===== src/rtl/keypad_emulator.sv =====
// keypad_emulator: 4x4 Pmod keypad responder with timed press/gap sequencer; optional contact bounce via KEYPAD_BOUNCE_EN
module keypad_emulator #(
`ifdef KEYPAD_BOUNCE_EN
  parameter int BOUNCE_CYCLES = 16,
`endif
  parameter int HOLD_CYCLES = 1000,
  parameter int GAP_CYCLES  = 200
) (
  input  logic       clk,
  input  logic       rst,
  input  logic [3:0] Col,
  input  logic       press_req,
  input  logic [3:0] key_code,
  output logic [3:0] Row,
  output logic       busy,
  output logic       contact,
  output logic       done
);
  typedef enum logic [1:0] {IDLE, HOLD, GAP} state_t;
  state_t      state_q, state_d;
  logic [15:0] cnt_q, cnt_d;
  logic [3:0]  key_q, key_d, row_q, row_d, rc;
  logic        busy_q, contact_q, contact_d, done_q, done_d;
  // key to matrix position {row, col}
  always_comb
    case (key_q)
      4'h1: rc = 4'h0;
      4'h2: rc = 4'h1;
      4'h3: rc = 4'h2;
      4'hA: rc = 4'h3;
      4'h4: rc = 4'h4;
      4'h5: rc = 4'h5;
      4'h6: rc = 4'h6;
      4'hB: rc = 4'h7;
      4'h7: rc = 4'h8;
      4'h8: rc = 4'h9;
      4'h9: rc = 4'hA;
      4'hC: rc = 4'hB;
      4'h0: rc = 4'hC;
      4'hF: rc = 4'hD;
      4'hE: rc = 4'hE;
      default: rc = 4'hF;
    endcase
  // press sequencer next state and next registered outputs
  always_comb begin
    state_d = state_q;
    cnt_d   = cnt_q + 16'd1;
    key_d   = key_q;
    done_d  = 1'b0;
    case (state_q)
      IDLE: begin
        cnt_d = '0;
        if (press_req) begin
          state_d = HOLD;
          key_d   = key_code;
        end
      end
      HOLD:
        if (cnt_q == 16'(HOLD_CYCLES - 1)) begin
          cnt_d   = '0;
          state_d = GAP;
        end
      GAP:
        if (cnt_q == 16'(GAP_CYCLES - 1)) begin
          cnt_d   = '0;
          state_d = IDLE;
          done_d  = 1'b1;
        end
      default: begin
        cnt_d   = '0;
        state_d = IDLE;
      end
    endcase
`ifdef KEYPAD_BOUNCE_EN
    contact_d = ({16'd0, cnt_d} < 32'(BOUNCE_CYCLES))
              ? (state_d == HOLD ? ~cnt_d[1] : (state_d == GAP) && cnt_d[1])
              : state_d == HOLD;
`else
    contact_d = state_d == HOLD;
`endif
    row_d = (contact_q && !Col[rc[1:0]]) ? ~(4'b0001 << rc[3:2]) : 4'hF;
  end
  // state, counter and registered outputs
  always_ff @(posedge clk)
    if (rst) begin
      state_q   <= IDLE;
      cnt_q     <= '0;
      key_q     <= '0;
      row_q     <= 4'hF;
      busy_q    <= 1'b0;
      contact_q <= 1'b0;
      done_q    <= 1'b0;
    end else begin
      state_q   <= state_d;
      cnt_q     <= cnt_d;
      key_q     <= key_d;
      row_q     <= row_d;
      busy_q    <= state_d != IDLE;
      contact_q <= contact_d;
      done_q    <= done_d;
    end
  assign Row     = row_q;
  assign busy    = busy_q;
  assign contact = contact_q;
  assign done    = done_q;
endmodule


===== config.mk =====
export PLATFORM = sky130hd
export DESIGN_NAME = keypad_emulator
export DESIGN_NICKNAME = d
export VERILOG_FILES = /design/src/rtl/keypad_emulator.sv
export SDC_FILE = /design/constraint.sdc
export NUM_CORES = 1
export LEC_CHECK = 0
export CAP_MARGIN = 20
export CORE_MARGIN = 10
export CORE_UTILIZATION = 45
export DETAILED_ROUTE_END_ITERATION = 10
export PLACE_DENSITY = 0.66
export SLEW_MARGIN = 20
export SYNTH_ARGS = -nofsm -noshare
export SYNTH_HDL_FRONTEND = slang
export SYNTH_SLANG_ARGS = --single-unit

===== constraint.sdc =====
create_clock -name clk -period 5.4 [get_ports clk]
set_input_delay 1.08 -clock clk [delete_from_list [all_inputs] [get_ports clk]]
set_output_delay 1.08 -clock clk [all_outputs]
set_load 0.05 [all_outputs]

### Word-level counts from Yosys, hierarchy flattened

Memories as Yosys holds them, arrays and structs flattened. A register that Yosys moved wholly into a read port is not among the register bits.
Cells that the tools add are included.

| operators by class | value |
|---|---|
| add/sub/neg operators | 1 |
| magnitude comparators | 1 |
| equal/unequal tests | 5 |
| shift-type cells | 1 |
| mux-type cells | 12 |
| bitwise gates (word level) | 3 |
| reduce and logical (&&, ||, !) cells | 7 |

Operators with widths:

| cell | count |
|---|---|
| $mux 16 | 2 |
| $pmux 16 s2 | 1 |
| $add 16x1->16 const B | 1 |
| $eq 16x10->1 const B | 1 |
| $eq 16x8->1 const B | 1 |
| $mux 4 | 2 |
| $mux 2 | 3 |
| $pmux 2 s3 | 1 |
| $eq 2x1->1 const B | 2 |
| $not 4->4 | 1 |
| $reduce_or 2->1 | 2 |
| $shl 1x2->4 const A | 1 |
| $lt 2x3->1 const B | 1 |
| $bmux 1 s2 | 1 |
| $eq 2x2->1 const B | 1 |
| $logic_not 2->1 | 1 |
| $mux 1 | 2 |
| $not 1->1 | 2 |
| $reduce_and 2->1 | 1 |
| $reduce_bool 2->1 | 1 |
| $logic_and 1x1->1 | 1 |
| $logic_not 1->1 | 1 |

| storage, ports and cells | value |
|---|---|
| bits in registers | 29 |
| ROM bits | 64 |
| output and inout bits | 7 |
| word-level logic and storage cells | 38 |
| memories | 1 |

Memory list:

| memory | depth | bits a word | read ports | clocked after memory_dff | write ports | line | text |
|---|---|---|---|---|---|---|---|
| (no name shown) | 16 | 4 | 1 | 1 | 0 | 26 | `case (key_q)` |

### Longest topological paths before layout

Gate-level depths: netlist of run 1.

| logic depth | value |
|---|---|
| depth after elaboration | 6 |
| depth in mapped cells | 8 |
| gate-level depth less buffers | 7 |

### Least setup slack after synthesis of run 1

No wires, ideal clock.

| timing path | value |
|---|---|
| path kind | input to register |
| start | input press_req |
| end | register, netlist name rc[3] |
| library setup time | 122 ps |
| arrival time | 2054 ps |
| path slack | 3224 ps |
| stages | 5 |
| buffers on the path | 1 |
| cell sequence | buf_2 > a21bo_2 > a21oi_1 > nor2_1 > o32a_1 |

| between the ends | value |
|---|---|
| cells in the longest elaborated chain, start to end | 3 |

RTL lines:

| what | line | text |
|---|---|---|
| start, declared | 12 | `input logic press_req,` |
| $reduce_and 2->1 (no line) | - |  |
| $mux 4 (no line) (2 in a row) | - |  |

Every way passes these cells.
A chain may end at the register's enable or synchronous reset.

### Worst setup path in the final report of run 1

| timing path | value |
|---|---|
| start | register contact_q, in the netlist contact |
| end | output contact |

RTL lines:

| what | line | text |
|---|---|---|
| start, declared | 23 | `logic busy_q, contact_q, contact_d, done_q, done_d;` |
| start signal, assigned | 99 | `contact_q <= contact_d;` |
| end, declared | 16 | `output logic contact,` |

No word-level cell between the ends.

==> results of run 1 <==
## cell type report
type | count | share of cell area [%]
Clock buffer | 7 | 3.05
Inverter | 9 | 1.87
Multi-Input combinational cell | 115 | 45.9
Sequential cell | 33 | 36.6
Tap cell | 46 | 3.19
Timing Repair Buffer | 17 | 9.42
## placed cells by master (no fill, tap or decap), drive strengths merged, types with 3 or more instances in the layout
cell / synthesis / routed
clkdlybuf4s50: 0 / 17
clkbuf: 1 / 7
nand2: 5 / 5
inv: 9 / 9
xnor2: 6 / 6
nand3: 11 / 11
nand4: 5 / 5
nor4: 5 / 5
or3: 3 / 3
xor2: 6 / 6
a21oi: 7 / 7
a21bo: 3 / 3
ha: 5 / 5
dfxtp: 33 / 33
nor3: 5 / 5
and4: 3 / 3
nor2: 19 / 19
## cells by family after synthesis
group | count (synthesis) | share of synthesized area, %
fa+ha+maj | 5 | 4.02
xor+xnor | 12 | 6.76
mux | 1 | 1.45
buf+inv | 14 | 4.26
compound gates | 28 | 14.2
flops | 33 | 42.5
simple gates | 69 | 26.8
## state kept, by name, summed over array words and instances (netlist names)
register  flops
contact       1
busy          1
cnt_q        16
state_q       2
key_q         4
Row           4
rc            4
done          1
## cells in the mapped netlist, types with 4 or more instances
| library cell | number |
|---|---|
| xnor2_1 | 6 |
| dfxtp_1 | 33 |
| nor3_1 | 5 |
| nor4_1 | 4 |
| inv_1 | 9 |
| nand3_1 | 10 |
| xor2_1 | 6 |
| nand4_1 | 5 |
| a21oi_1 | 7 |
| nor2_1 | 19 |
| ha_1 | 5 |
| nand2_1 | 5 |
## per-layer routing
| layer | wire length, um | GRT usage [%] | vias up |
|---|---|---|---|
| met3 | 123 | 3.72 | 4 |
| met2 | 1510 | 17.8 | 12 |
| met1 | 1310 | 10.4 | 576 |
| li1 | - | - | 623 |
| met5 | 0 | 0 | - |
| met4 | 38 | 5.38 | 0 |
## worst reg2reg max path: cells and delay by family, from the launching register on
family | cells | cell delay [ns]
AO/OA/AOI/OAI | 2 | 0.80
adder cells (fa/ha/maj) | 1 | 0.28
flip-flops | 1 | 0.39
AND/OR/NAND/NOR | 2 | 0.44
## where the power goes
part	total, mW	internal [mW]	switching (mW)
registers	0.258	0.253	0.00539
clock network	0.136	0.0614	0.0744
logic	0.0540	0.0254	0.0285
total	0.448	0.339	0.108
## stage by stage
step	setup WS (ns)	hold WS, ns	std cells	util [%]	area (um^2)
after floorplan	3.22	0.374	162	-	1560
after global placement	2.72	0.395	220	52.5	1750
after detailed placement	2.66	0.394	220	52.5	1750
after CTS	2.78	0.418	227	54.1	1810
after global routing	2.76	0.468	227	54.1	1810
final	2.81	0.423	227	54.1	1810
## final timing paths
kind             from        to  slack [ns]  depth (start not counted)
max           contact   contact        2.81                          1
min             rc[2]    Row[3]        0.42                          1
min reg2reg     rc[2]    Row[3]        0.42                          1
max reg2reg  cnt_q[0]  cnt_q[2]        3.36                          5
==> metrics.txt, run 1 <==
# TYPE chip_impl_metric gauge
chip_impl_info{name="run_status",value="finished clean"} 1
chip_impl_info{name="crit_path_cell_trace",value="clkdlybuf4s50_1"} 1
chip_impl_metric{name="timing.final.crit_period",unit="ns"} 2.59
chip_impl_metric{name="synth_sequential_area_ratio",unit="%"} 42.5
chip_impl_metric{name="power",unit="mW"} 0.448
chip_impl_info{name="critical_path.endpoint_type",value="output port"} 1
chip_impl_metric{name="ys.warnings.count",unit=""} 0
chip_impl_metric{name="nNetsFinal",unit=""} 197
chip_impl_metric{name="ant_nets",unit=""} 0
chip_impl_metric{name="synth-seq-cells",unit=""} 33
chip_impl_metric{name="drt_iter0_markers",unit=""} 45
chip_impl_info{name="worst_path_dominant_cell_family",value="buffers and inverters"} 1
chip_impl_metric{name="multi_input_area",unit="um^2"} 828
chip_impl_metric{name="n_antenna_cell",unit=""} 0
chip_impl_metric{name="cts.reportedPaths.clkPinSlew",unit="ns"} 0.09
chip_impl_metric{name="vias_post_dr",unit=""} 1215
chip_impl_metric{name="flow.area_growth_from_synthesis",unit="%"} 16.1
chip_impl_metric{name="powerDensity",unit="nW/um^2"} 248
chip_impl_metric{name="worstPathBufferInverterCount",unit=""} 1
chip_impl_metric{name="core_area",unit="um^2"} 3340
chip_impl_metric{name="irDropWorstVdd",unit="V"} 0.000157
chip_impl_metric{name="finalSetupViolations",unit=""} 0
chip_impl_metric{name="hold_buffers",unit=""} 0
chip_impl_metric{name="dp_hpwl",unit="um"} 2320
chip_impl_metric{name="wire_per_inst",unit="um"} 13.1
chip_impl_metric{name="period_share",unit="%"} 47.9
chip_impl_metric{name="clk_path_buf_depth",unit=""} 2
chip_impl_metric{name="clkLatencyLatePin",unit="ns"} 0.33
chip_impl_metric{name="hold_viol",unit=""} 0
chip_impl_info{name="worst_path_max_delay_cell",value="clkdlybuf4s50_1"} 1
chip_impl_info{name="netlist_top_cells_area",value="dfxtp_1, nor2_1, ha_1"} 1
chip_impl_info{name="ctsRootBufferMaster",value="clkbuf_4"} 1
chip_impl_metric{name="synth_largest_type_area_fraction",unit="%"} 42.5
chip_impl_metric{name="synth-async-reset-ratio",unit="%"} 0
chip_impl_metric{name="postCtsResizedCells",unit=""} 0
chip_impl_metric{name="buffer_ports.inserted",unit=""} 17
chip_impl_metric{name="gr-total-overflow",unit=""} 0
chip_impl_metric{name="fp.dieArea",unit="um^2"} 6210
chip_impl_metric{name="timing.critical_path.arrival",unit="ns"} 1.51
chip_impl_metric{name="drc",unit=""} 0
chip_impl_info{name="synthFlopType",value="dfxtp_1"} 1
chip_impl_metric{name="clkSinkCount",unit=""} 33
chip_impl_metric{name="maxSlewHeadroom",unit="%"} 57.5
chip_impl_metric{name="fmaxAchievable",unit="GHz"} 0.387
chip_impl_info{name="cp_class",value="reg2out"} 1
chip_impl_metric{name="edff_count_synth",unit=""} 0
chip_impl_metric{name="detailedRoute.firstPassIterationCount",unit=""} 4
chip_impl_metric{name="drt-total-wl",unit="um"} 2980
chip_impl_metric{name="final-max-slew-violation-count",unit=""} 0
chip_impl_info{name="synth.largest_area_cell",value="dfxtp_1"} 1
chip_impl_metric{name="synth.lib_cells_used.distinct",unit=""} 49
chip_impl_info{name="setup.worst_path.start_class",value="register"} 1
chip_impl_metric{name="design.portCount",unit=""} 18
chip_impl_metric{name="die_width",unit="um"} 78.8
chip_impl_metric{name="track_usage",unit="%"} 10.2
chip_impl_info{name="grt_setup_unrepaired",value="false"} 1
chip_impl_metric{name="leakage",unit="nW"} 0.617
chip_impl_metric{name="cts.repair_timing.setup_buffer_count",unit=""} 0
chip_impl_metric{name="timing.max_cap.violations",unit=""} 0
chip_impl_metric{name="route.detailed.vias_per_inst",unit=""} 5.35
chip_impl_info{name="tritoncts",value="done"} 1
chip_impl_metric{name="die_h",unit="um"} 78.8
chip_impl_metric{name="std_cell_rows",unit=""} 21
chip_impl_metric{name="critPathRequiredTime",unit="ns"} 4.32
chip_impl_metric{name="drive_above_1_share",unit="%"} 10.5
chip_impl_metric{name="fin_tns_setup",unit="ns"} 0
chip_impl_metric{name="final-seq-area",unit="um^2"} 661
chip_impl_metric{name="worstMarginPinSlew",unit="ns"} 0.638
chip_impl_metric{name="global_route_wire_length_before_repair",unit="um"} 5110
chip_impl_metric{name="start_util",unit="%"} 46.6
chip_impl_info{name="class_of_the_tightest_hold_or_removal_check",value="reg2reg"} 1
chip_impl_metric{name="worst-path-max-fanout",unit=""} 2
chip_impl_metric{name="first_global_vias",unit=""} 1218
chip_impl_metric{name="cts_buffers",unit=""} 5
chip_impl_metric{name="gp_routability_congestion",unit=""} 0.847
chip_impl_metric{name="worst_path_largest_cell_delay",unit="ns"} 0.82
chip_impl_metric{name="synthesis.instances",unit=""} 162
chip_impl_metric{name="antenna_found_initial",unit=""} 0
chip_impl_metric{name="fin_skew",unit="ns"} 0.0120
chip_impl_metric{name="grt_max_degree",unit=""} 17
chip_impl_metric{name="cts-htree-levels",unit=""} 2
chip_impl_metric{name="syn_area",unit="um^2"} 1560
chip_impl_metric{name="synth.net_count",unit=""} 178
chip_impl_metric{name="syn_avg_cell_area",unit="um^2"} 9.60
chip_impl_metric{name="filler_cell_count",unit=""} 324
No activity file was read; power rests on OpenSTA's default activity.
==> run 2, diff against run 1 <==
Clock period 5.4 ns to 2.5 ns, I/O delays scaled along.
==> metrics.txt, run 2 (synthesis gave the netlist of run 1 again) <==
# TYPE chip_impl_metric gauge
chip_impl_metric{name="timing.final.crit_period",unit="ns"} 1.99
chip_impl_info{name="worst_path_dominant_cell_family",value="buffers and inverters"} 1
chip_impl_metric{name="drt-total-wl",unit="um"} 3070
chip_impl_metric{name="flow.area_growth_from_synthesis",unit="%"} 16.2
chip_impl_metric{name="std_cell_rows",unit=""} 21
chip_impl_metric{name="maxSlewHeadroom",unit="%"} 66.0
chip_impl_metric{name="final-max-slew-violation-count",unit=""} 0
chip_impl_metric{name="dp_hpwl",unit="um"} 2350
chip_impl_metric{name="worst-path-max-fanout",unit=""} 2
chip_impl_metric{name="largest_reg_flops",unit=""} 16
chip_impl_metric{name="cts.reportedPaths.clkPinSlew",unit="ns"} 0.09
chip_impl_metric{name="period_share",unit="%"} 79.8
chip_impl_metric{name="fin_skew",unit="ns"} 0.00707
chip_impl_info{name="ctsRootBufferMaster",value="clkbuf_4"} 1
chip_impl_metric{name="clkSinkCount",unit=""} 33
chip_impl_metric{name="place_inst",unit=""} 221
chip_impl_metric{name="gp_routability_congestion",unit=""} 0.843
chip_impl_metric{name="worstMarginPinSlew",unit="ns"} 0.508
chip_impl_metric{name="clk_path_buf_depth",unit=""} 2
chip_impl_info{name="run_status",value="finished clean"} 1
chip_impl_metric{name="track_usage",unit="%"} 10.2
chip_impl_info{name="worst_path_max_delay_cell",value="clkdlybuf4s50_1"} 1
chip_impl_metric{name="drc",unit=""} 0
chip_impl_metric{name="powerDensity",unit="nW/um^2"} 525
chip_impl_metric{name="worst_path_largest_cell_delay",unit="ns"} 0.82
chip_impl_info{name="final_common_cell",value="dfxtp_1"} 1
chip_impl_metric{name="antenna_found_initial",unit=""} 0
chip_impl_metric{name="hold_buffers",unit=""} 0
chip_impl_metric{name="buffer_ports.inserted",unit=""} 17
chip_impl_metric{name="die_width",unit="um"} 78.8
chip_impl_metric{name="core_area",unit="um^2"} 3340
chip_impl_metric{name="fp.dieArea",unit="um^2"} 6210
chip_impl_metric{name="cts-htree-levels",unit=""} 2
chip_impl_metric{name="wire_per_inst",unit="um"} 13.4
chip_impl_info{name="tritoncts",value="done"} 1
chip_impl_metric{name="leakage",unit="nW"} 0.616
chip_impl_metric{name="grt_max_degree",unit=""} 17
chip_impl_metric{name="cts.repair_timing.setup_buffer_count",unit=""} 0
chip_impl_metric{name="critPathRequiredTime",unit="ns"} 2.00
chip_impl_metric{name="finalSetupViolations",unit=""} 0
chip_impl_metric{name="irDropWorstVdd",unit="V"} 0.000359
chip_impl_info{name="setup.worst_path.start_class",value="register"} 1
chip_impl_metric{name="start_util",unit="%"} 46.6
chip_impl_metric{name="design.portCount",unit=""} 18
chip_impl_metric{name="route.detailed.vias_per_inst",unit=""} 5.34
chip_impl_metric{name="fmaxAchievable",unit="GHz"} 0.501
chip_impl_metric{name="cts_buffers",unit=""} 5
chip_impl_metric{name="layoutNonFillerInstCount",unit=""} 229
chip_impl_metric{name="ant_nets",unit=""} 0
chip_impl_metric{name="drt_iter0_markers",unit=""} 74
chip_impl_info{name="mostFrequentLayoutCells",value="dfxtp_1, nor2_1, clkdlybuf4s50_1, nand3_1, inv_1"} 1
chip_impl_metric{name="fin_tns_setup",unit="ns"} 0
chip_impl_metric{name="drive_above_1_share",unit="%"} 10.4
chip_impl_metric{name="detailedRoute.firstPassIterationCount",unit=""} 4
chip_impl_metric{name="n_antenna_cell",unit=""} 0
chip_impl_info{name="class_of_the_tightest_hold_or_removal_check",value="reg2reg"} 1
chip_impl_metric{name="die_h",unit="um"} 78.8
chip_impl_metric{name="postCtsResizedCells",unit=""} 0
chip_impl_info{name="largest_register",value="cnt_q"} 1
chip_impl_metric{name="timing.critical_path.arrival",unit="ns"} 1.49
chip_impl_metric{name="first_global_vias",unit=""} 1218
chip_impl_info{name="cp_class",value="reg2out"} 1
chip_impl_info{name="crit_path_cell_trace",value="clkdlybuf4s50_1"} 1
chip_impl_metric{name="gr-total-overflow",unit=""} 0
chip_impl_info{name="grt_setup_unrepaired",value="false"} 1
chip_impl_info{name="critical_path.endpoint_type",value="output port"} 1
chip_impl_metric{name="nNetsFinal",unit=""} 198
chip_impl_metric{name="worstPathBufferInverterCount",unit=""} 1
chip_impl_metric{name="timing.max_cap.violations",unit=""} 0
chip_impl_metric{name="vias_post_dr",unit=""} 1224
chip_impl_metric{name="hold_viol",unit=""} 0
chip_impl_metric{name="clkLatencyLatePin",unit="ns"} 0.32
chip_impl_metric{name="global_route_wire_length_before_repair",unit="um"} 5120
## run 2: worst paths after layout
kind	cells after the start	slack, ns	from	to
setup / recovery	1	0.51	contact	contact
hold / removal	1	0.42	rc[2]	Row[3]
setup reg to reg	7	0.60	state_q[0]	rc[1]
hold reg to reg	1	0.42	rc[2]	Row[3]
## run 2: cell type report
class	instances	area, um^2
clock buffers	8	48.8
flip-flops and latches	33	661
multi-input cells	115	828
repair buffers	18	178
inverters	9	33.8
fillers	330	1530
well taps	46	57.6
## run 2: through the flow
stage	worst slack (ns)	util, %	hold slack (ns)	power [mW]	cell area, um^2
floorplan	0.780	-	0.374	0.648	1560
global placement	0.402	52.7	0.395	0.684	1760
detailed placement	0.353	52.7	0.403	0.687	1760
CTS	0.470	54.1	0.419	0.961	1810
global route	0.420	54.1	0.442	0.996	1810
finish	0.506	54.1	0.422	0.948	1810
## run 2: where the power goes
group          leakage, nW  internal [mW]  total [mW]  switching, mW
Sequential           0.268          0.546       0.557         0.0119
Clock               0.0265          0.112       0.273          0.161
Combinational        0.321         0.0556       0.117         0.0614
## run 2: routing by layer
layer  global-route usage (%)  routed length [um]
met5                        0                   0
met4                     4.84                  56
met3                     3.15                 112
met2                     18.2                1540
met1                     10.6                1360
